<file path="config.mk">
export PLATFORM = sky130hd
export DESIGN_NAME = axis_frame_arbiter_flat
export DESIGN_NICKNAME = d
export VERILOG_FILES = /design/src/rtl/axis_frame_arbiter_if.sv /design/src/rtl/axis_frame_arbiter.sv /design/src/flat_wrapper.sv
export SDC_FILE = /design/constraint.sdc
export NUM_CORES = 1
export LEC_CHECK = 0
export ABC_AREA = 1
export CAP_MARGIN = 20
export CORE_MARGIN = 2
export CORE_UTILIZATION = 35
export CTS_CLUSTER_SIZE = 8
export DETAILED_ROUTE_END_ITERATION = 8
export PLACE_DENSITY = 0.79
export SYNTH_ARGS = -nofsm -noshare
export SYNTH_HDL_FRONTEND = slang
export SYNTH_SLANG_ARGS = --single-unit
</file>
<file path="constraint.sdc">
create_clock -name clk -period 1.84 [get_ports clk]
set_clock_uncertainty 0.1 [all_clocks]
set_input_delay 0.46 -clock clk [delete_from_list [all_inputs] [get_ports clk]]
set_output_delay 0.46 -clock clk [all_outputs]
set_load 0.03 [all_outputs]
</file>
<file path="src/rtl/axis_frame_arbiter_if.sv">
// Shared AXI-Stream style output bundle (valid/last/64-bit data) used by
// axis_frame_arbiter; no backpressure, so there is no ready signal.
interface axi_stream_if;
   logic        valid;
   logic        last;
   logic [63:0] data;

   modport master (output valid, output last, output data);
   modport slave  (input  valid, input  last, input  data);
endinterface

</file>
<file path="src/rtl/axis_frame_arbiter.sv">
// Frame-granular round-robin arbiter merging N_SRC streams onto one output.
// Optional per-frame beat watchdog is enabled by defining AXIS_ARB_WATCHDOG_EN.
module axis_frame_arbiter #(
   parameter int N_SRC     = 2,
   parameter int MAX_BEATS = 256
) (
   input  logic                 clk,
   input  logic                 rst,
   input  logic                 channel_up,
   input  logic [N_SRC-1:0]     req,
   output logic [N_SRC-1:0]     gnt,
   input  logic [N_SRC-1:0]     s_valid,
   input  logic [N_SRC-1:0]     s_last,
   input  logic [64*N_SRC-1:0]  s_data,
   axi_stream_if.master         m_axis,
   output logic                 abort,
   output logic                 stray
);

   localparam int PW = (N_SRC > 2) ? 2 : 1;

   typedef enum logic {
      IDLE = 1'b0,
      BUSY = 1'b1
   } state_t;

   // Elaboration-time legality check of the configuration
   generate
      if ((N_SRC < 2) || (N_SRC > 4) || (MAX_BEATS < 2) || (MAX_BEATS > 65535)) begin : g_bad_cfg
         $error("axis_frame_arbiter: illegal N_SRC or MAX_BEATS");
      end
   endgenerate

   state_t            r_state;
   logic [N_SRC-1:0]  r_gnt;
   logic [PW-1:0]     r_winner;
   logic [PW-1:0]     r_rr_ptr;
   logic              r_m_valid;
   logic              r_m_last;
   logic [63:0]       r_m_data;
   logic              r_abort;
   logic              r_stray;

   state_t            w_state_nxt;
   logic [N_SRC-1:0]  w_gnt_nxt;
   logic [PW-1:0]     w_winner_nxt;
   logic [PW-1:0]     w_rr_nxt;
   logic              w_m_valid_nxt;
   logic              w_m_last_nxt;
   logic [63:0]       w_m_data_nxt;
   logic              w_abort_nxt;
   logic              w_stray_nxt;

   logic              w_found;
   logic [PW-1:0]     w_pick;
   logic [N_SRC-1:0]  w_pick_onehot;
   logic [PW-1:0]     w_ptr_inc;
   logic [63:0]       w_sel_data;
   logic              w_beat;
   logic              w_src_last;
   logic              w_wd_hit;

   // Round-robin search: first requesting source at or after r_rr_ptr
   always_comb begin
      w_found = 1'b0;
      w_pick  = '0;
      for (int i = 0; i < N_SRC; i++) begin
         if (!w_found && req[(int'(r_rr_ptr) + i) % N_SRC]) begin
            w_found = 1'b1;
            w_pick  = PW'((int'(r_rr_ptr) + i) % N_SRC);
         end else begin
            w_found = w_found;
         end
      end
   end

   assign w_pick_onehot = {{(N_SRC-1){1'b0}}, 1'b1} << w_pick;
   assign w_ptr_inc     = (r_winner == PW'(N_SRC-1)) ? '0 : (r_winner + PW'(1));
   assign w_sel_data    = s_data[int'(r_winner)*64 +: 64];
   assign w_beat        = (r_state == BUSY) && s_valid[r_winner];
   assign w_src_last    = s_last[r_winner];

`ifdef AXIS_ARB_WATCHDOG_EN
   logic [15:0] r_beat_cnt;

   assign w_wd_hit = w_beat && !w_src_last && (r_beat_cnt == 16'(MAX_BEATS - 1));

   // Granted-beat counter; cleared whenever no frame is in progress
   always_ff @(posedge clk) begin
      if (rst) begin
         r_beat_cnt <= 16'd0;
      end else if (r_state != BUSY) begin
         r_beat_cnt <= 16'd0;
      end else if (w_beat) begin
         r_beat_cnt <= r_beat_cnt + 16'd1;
      end else begin
         r_beat_cnt <= r_beat_cnt;
      end
   end
`else
   assign w_wd_hit = 1'b0;
`endif

   // Next-state and registered-output decode
   always_comb begin
      w_state_nxt   = r_state;
      w_gnt_nxt     = r_gnt;
      w_winner_nxt  = r_winner;
      w_rr_nxt      = r_rr_ptr;
      w_m_valid_nxt = 1'b0;
      w_m_last_nxt  = 1'b0;
      w_m_data_nxt  = r_m_data;
      w_abort_nxt   = 1'b0;
      w_stray_nxt   = |(s_valid & ~r_gnt);

      case (r_state)
         IDLE: begin
            w_gnt_nxt = '0;
            if (channel_up && w_found) begin
               w_state_nxt  = BUSY;
               w_winner_nxt = w_pick;
               w_gnt_nxt    = w_pick_onehot;
            end else begin
               w_state_nxt  = IDLE;
            end
         end
         BUSY: begin
            if (w_beat) begin
               w_m_valid_nxt = 1'b1;
               w_m_data_nxt  = w_sel_data;
               w_m_last_nxt  = w_src_last || !channel_up || w_wd_hit;
            end else begin
               w_m_valid_nxt = 1'b0;
            end
            // A genuine last wins over a simultaneous link drop: no abort
            if (w_beat && w_src_last) begin
               w_state_nxt = IDLE;
               w_gnt_nxt   = '0;
               w_rr_nxt    = w_ptr_inc;
            end else if (!channel_up || w_wd_hit) begin
               w_state_nxt = IDLE;
               w_gnt_nxt   = '0;
               w_rr_nxt    = w_ptr_inc;
               w_abort_nxt = 1'b1;
            end else begin
               w_state_nxt = BUSY;
            end
         end
         default: begin
            w_state_nxt = IDLE;
            w_gnt_nxt   = '0;
         end
      endcase
   end

   // State and output registers
   always_ff @(posedge clk) begin
      if (rst) begin
         r_state   <= IDLE;
         r_gnt     <= '0;
         r_winner  <= '0;
         r_rr_ptr  <= '0;
         r_m_valid <= 1'b0;
         r_m_last  <= 1'b0;
         r_m_data  <= 64'd0;
         r_abort   <= 1'b0;
         r_stray   <= 1'b0;
      end else begin
         r_state   <= w_state_nxt;
         r_gnt     <= w_gnt_nxt;
         r_winner  <= w_winner_nxt;
         r_rr_ptr  <= w_rr_nxt;
         r_m_valid <= w_m_valid_nxt;
         r_m_last  <= w_m_last_nxt;
         r_m_data  <= w_m_data_nxt;
         r_abort   <= w_abort_nxt;
         r_stray   <= w_stray_nxt;
      end
   end

   assign gnt          = r_gnt;
   assign m_axis.valid = r_m_valid;
   assign m_axis.last  = r_m_last;
   assign m_axis.data  = r_m_data;
   assign abort        = r_abort;
   assign stray        = r_stray;

endmodule

</file>
<file path="src/flat_wrapper.sv">
// flat-port wrapper written by rule: the top's interface ports become plain ports
module axis_frame_arbiter_flat 
#(
   parameter int N_SRC     = 2,
   parameter int MAX_BEATS = 256
)
  (clk, rst, channel_up, req, gnt, s_valid, s_last, s_data, abort, stray, m_axis_valid, m_axis_last, m_axis_data);
  axi_stream_if m_axis_i ();
  input  logic clk;
  input  logic rst;
  input  logic channel_up;
  input  logic [N_SRC-1:0] req;
  output logic [N_SRC-1:0] gnt;
  input  logic [N_SRC-1:0] s_valid;
  input  logic [N_SRC-1:0] s_last;
  input  logic [64*N_SRC-1:0] s_data;
  output logic abort;
  output logic stray;
  output wire logic [$bits(m_axis_i.valid)-1:0] m_axis_valid;
  output wire logic [$bits(m_axis_i.last)-1:0] m_axis_last;
  output wire logic [$bits(m_axis_i.data)-1:0] m_axis_data;
  assign m_axis_valid = m_axis_i.valid;
  assign m_axis_last = m_axis_i.last;
  assign m_axis_data = m_axis_i.data;
  axis_frame_arbiter #(.N_SRC(N_SRC), .MAX_BEATS(MAX_BEATS)) u_core (.clk(clk), .rst(rst), .channel_up(channel_up), .req(req), .gnt(gnt), .s_valid(s_valid), .s_last(s_last), .s_data(s_data), .m_axis(m_axis_i), .abort(abort), .stray(stray));
endmodule
</file>
# After elaboration in Yosys (flattened, before gate mapping)

Index checks and enable logic that the tools add are counted.

Register bits after elaboration: 73
Input port bits: 137
Output and inout port bits: 70
Word-level logic and storage cells: 63

Add/subtract/negate cells: 2
Order comparisons: 3
Equal/unequal tests: 2
Shift operators: 2
Multiplexer cells: 26
Bitwise operators: 5
Reductions and logical operators: 14

Operator list:

| kind                                                                         | number |
|---|---|
| 128-bit by 8-bit indexed part select with 64-bit output                      | 1 |
| 1-bit two-way mux                                                            | 21 |
| 2-bit two-way mux                                                            | 3 |
| 2-bit AND reduction                                                          | 3 |
| 3-bit OR reduction                                                           | 2 |
| 1-bit logical AND                                                            | 4 |
| 1-bit by 2-bit less-than comparator with 1-bit output, second input constant | 2 |
| 2-bit one-hot mux with 2 select lines                                        | 1 |
| 2-bit OR reduction                                                           | 2 |
| 2-bit by 3-bit less-than comparator with 1-bit output, second input constant | 1 |
| 3-bit != test, second input constant                                         | 1 |
| 1-bit adder, second input constant                                           | 2 |
| 2-bit bitwise AND                                                            | 1 |
| 1-bit zero test                                                              | 2 |
| 2-bit by 1-bit != test with 1-bit output, second input constant              | 1 |
| 1-bit NOT                                                                    | 2 |
| 2-bit NOT                                                                    | 1 |
| 1-bit one-hot mux with 2 select lines                                        | 1 |
| 1-bit by 1-bit << shifter with 2-bit output, first input constant            | 1 |
| 1-bit bitwise AND, first input constant                                      | 1 |
| 1-bit logical OR                                                             | 1 |

# Depth between registers and ports, before layout

Word-level depth: 10
Depth in mapped cells: 9
Gate-level depth less buffers: 8

# Least setup slack after synthesis

OpenSTA, ideal clock, no wires.

Path type: input to register
From: input port rst
To: register u_core.r_m_data[34] (netlist: u_core.m_axis.data[34])
Library setup time: 0.074 ns
Arrival: 1.247 ns
Data required time: 1.666 ns
Setup slack: 0.419 ns
Stages on the path: 6
Path buffers: 3
Path through: buf_2 > inv_1 > buf_4 > clkbuf_1 > o21ai_0 > a31oi_1

RTL lines:

| what                   | RTL line                  | text |
|---|---|---|
| start: declaration     | flat_wrapper.sv:10        | `input logic rst;` |
| end signal: assignment | axis_frame_arbiter.sv:175 | `r_m_data <= w_m_data_nxt;` |
| end: declaration       | axis_frame_arbiter.sv:40  | `logic [63:0] r_m_data;` |

# Worst setup path after layout

From: input port s_valid[1]
To: register u_core.r_m_data[27] (netlist: u_core.m_axis.data[27])

Cells in the longest elaborated chain, start to end: 4

RTL lines:

| what                                                 | RTL line                 | text |
|---|---|---|
| start: declaration                                   | flat_wrapper.sv:14       | `input logic [N_SRC-1:0] s_valid;` |
| 1-bit two-way mux (not written as such) (2 in a row) | axis_frame_arbiter.sv:80 | `assign w_beat = (r_state == BUSY) && s_valid[r_winner];` |
| 1-bit logical AND                                    | axis_frame_arbiter.sv:80 |  |
| 2-bit AND reduction (no source line)                 | -                        |  |

Every way passes these cells. The select of a mux whose other input is x is not followed.
A chain may end at the register's enable or synchronous reset.

==> results.sh <==
export IMPL_endpoint_kind="flop"
export IMPL_r2r_slack_ps=430
export IMPL_path_buf_inv=3
export IMPL_crit_family="buffers and inverters"
export IMPL_grt_pass1_wl_um=16400
export IMPL_antenna_found_initial=0
export IMPL_fmax_mhz=595
export IMPL_power_switching_mw=1.08
export IMPL_seq_area_frac_synth_pct=47.3
export IMPL_numClockSinks=73
export IMPL_final_max_slew_violation_count=0
export IMPL_clockBufferDepth=2
export IMPL_grt_max_degree=57
export IMPL_pin_count=207
export IMPL_die_area_um2=9600
export IMPL_cp_slowest_stage_delay_ps=450
export IMPL_final_cell_mix="137 x nand2_1, 136 x clkdlybuf4s50_1, 72 x dfxtp_1"
export IMPL_die_w_um=98.0
export IMPL_avgRoutedWirePerCell_um=14.4
export IMPL_avgViaCountPerCell=5.09
export IMPL_synthArstFlopShare_pct=0
export IMPL_critical_path_cell_chain="clkdlybuf4s50_1 -> inv_1 -> nand2_2 -> nand2_1 -> nor2_4 -> buf_12 -> o21ai_1 -> a31oi_1"
export IMPL_p_comb_share_pct=23.2
export IMPL_cap_violations=0
export IMPL_holdWs_ps=386
export IMPL_grt_pass1_vias=3491
export IMPL_setup_violations_final=0
export IMPL_p_int_mw=2.78
export IMPL_wl_um=10300
export IMPL_syn_inst=411
export IMPL_dr_first_iter_drc_count=104
export IMPL_ys_warn_count=0
export IMPL_synth_area_um2=3090
export IMPL_clkTransAtPathRegs_ps=70
export IMPL_leakagePower_nw=2.39
export IMPL_antenna_cells=0
export IMPL_cts_setup_buffers=0
export IMPL_sw_frac_of_total_pct=28.0
export IMPL_numCtsBuffers=9
export IMPL_synth_edf_count=0
export IMPL_area_growth_pct=72.5
export IMPL_p_clk_share_pct=32.3
export IMPL_syn_avg_cell_area_um2=7.52
export IMPL_pwr_share_seq_pct=44.5
export IMPL_drtAntennaViolNets=0
export IMPL_cts_hold_buf=0
export IMPL_groute_usage_overall_pct=20.8
export IMPL_cts_tree="done"
export IMPL_synth_ff_type="dfxtp_1"
export IMPL_synth_seq_cells=73
export IMPL_vias=3651
export IMPL_setup_worst_path_class="in2reg"
export IMPL_drc=0
export IMPL_fin_crit_ps=1680
export IMPL_insertion_delay_ps=320
export IMPL_synthesis_nets=548
export IMPL_tightest_slew_ps=478
export IMPL_cp_max_fo=56
export IMPL_fillers=795
export IMPL_hold_viol=0
export IMPL_layout_nets=741
export IMPL_drive_above_1_share_pct=5.42
export IMPL_ir_drop_v=0.000372
export IMPL_crit_path_start_kind="primary input"
export IMPL_hp_class="reg2reg"
export IMPL_htreeDepth=3
export IMPL_row_count=34
export IMPL_post_route_util_pct=61.7
export IMPL_critPathSlowestCell="clkdlybuf4s50_1"
export IMPL_layout_commonest_cell="nand2_1"
export IMPL_grt_overflow_total=0
export IMPL_dp_hpwl_um=7410
export IMPL_ys_types=19
export IMPL_portBuffers=206
export IMPL_arrival_ps=1830
export IMPL_root_buffer="clkbuf_8"
export IMPL_die_y_um=98.0
export IMPL_slew_headroom_pct=68.1
export IMPL_rsz0062_at_grt="false"
export IMPL_status="completed"
export IMPL_pwr_density_cell_nw_per_um2=723
export IMPL_period_share_pct=91.4
export IMPL_required_ps=1990
export IMPL_coreArea_um2=8640
export IMPL_gp_congestion=0.832
export IMPL_start_util_pct=35.8
export IMPL_dr_pass1_iters=4
flip-flops by register name (all words and copies together), names as in the netlist:
| signal | cells |
|---|---|
| u_core.abort | 1 |
| u_core.stray | 1 |
| u_core.gnt | 2 |
| u_core.m_axis.last | 1 |
| u_core.r_state | 1 |
| u_core.r_winner | 1 |
| u_core.m_axis.data | 64 |
| u_core.m_axis.valid | 1 |
| u_core.r_rr_ptr | 1 |
worst register-to-register path, delay by kind of cell, from the launching register on:
kind,cells,cell delay (ps)
simple gates,3,340
flops,1,360
buf+inv,1,260
compound gates,2,280
timing repair:
item,CTS,global route
endpoints found under the setup margin,70,1
gates resized for setup,70,1
endpoints found under the hold margin,0,0
per-stage QoR:
stage / setup WS [ps] / std cells / instance area [um2] / setup TNS [ps] / power (mW)
after floorplan: 419 / 411 / 3090 / 0 / 2.18
after global placement: -152 / 701 / 5220 / -6150 / 2.69
after detailed placement: -211 / 701 / 5220 / -7700 / 2.71
after CTS: 140 / 717 / 5330 / 0 / 3.90
after global routing: 27.2 / 717 / 5330 / 0 / 4.05
final: 159 / 717 / 5330 / 0 / 3.85
worst paths after layout:
check / from / end / cells after the start
hold reg to reg: u_core.r_rr_ptr / u_core.r_rr_ptr / 2
setup / recovery: s_valid[1] / u_core.m_axis.data[27] / 8
hold / removal: u_core.r_rr_ptr / u_core.r_rr_ptr / 2
setup reg to reg: u_core.r_winner / u_core.m_axis.data[27] / 6
cell usage after synthesis (2+ instances only):
| master | instances | share of area [%] |
|---|---|---|
| inv_1 | 9 | 1.1 |
| clkbuf_1 | 11 | 1.3 |
| nor2_1 | 9 | 1.1 |
| nand2_1 | 137 | 17 |
| a21oi_1 | 5 | 0.81 |
| o21ai_1 | 20 | 3.2 |
| a31oi_1 | 64 | 13 |
| buf_2 | 16 | 2.6 |
| nand4_1 | 2 | 0.40 |
| buf_4 | 2 | 0.49 |
| buf_6 | 8 | 2.9 |
| dfxtp_1 | 73 | 47 |
| o21ai_0 | 46 | 7.4 |
| nand3_1 | 4 | 0.65 |
power groups by stage:
stage / sequential [mW] / clock (mW) / combinational [mW]
after floorplan: 1.92 / 0 / 0.254
after global placement: 1.75 / 0 / 0.943
after detailed placement: 1.75 / 0 / 0.956
after CTS: 1.72 / 1.29 / 0.899
after global routing: 1.73 / 1.36 / 0.961
final: 1.71 / 1.24 / 0.895
per-layer routing:
metal	up-vias	share of wire, %	global-route usage [%]
li1	1797	-	-
met1	1676	40	23.6
met2	161	51	37.4
met3	17	7.9	6.08
met4	0	2.0	6.73
met5	-	0	0
logic make-up (layout without fill, tap and decap cells):
logic type / Yosys count / after routing / synth area share, %
compound gates: 137 / 137 / 24.9
buf+inv: 47 / 245 / 8.58
flops: 73 / 73 / 47.3
simple gates: 154 / 154 / 19.2
cell type report:
cell class	count	area [um2]	share of cell area, %
Clock inverter	5	55.1	1.03
Multi-Input combinational cell	291	1370	25.7
Timing Repair Buffer	220	2130	40.0
Clock buffer	11	141	2.65
Tap cell	108	135	2.54
Sequential cell	73	1460	27.4
Inverter	9	33.8	0.634
No activity file was read; power rests on OpenSTA's default activity.
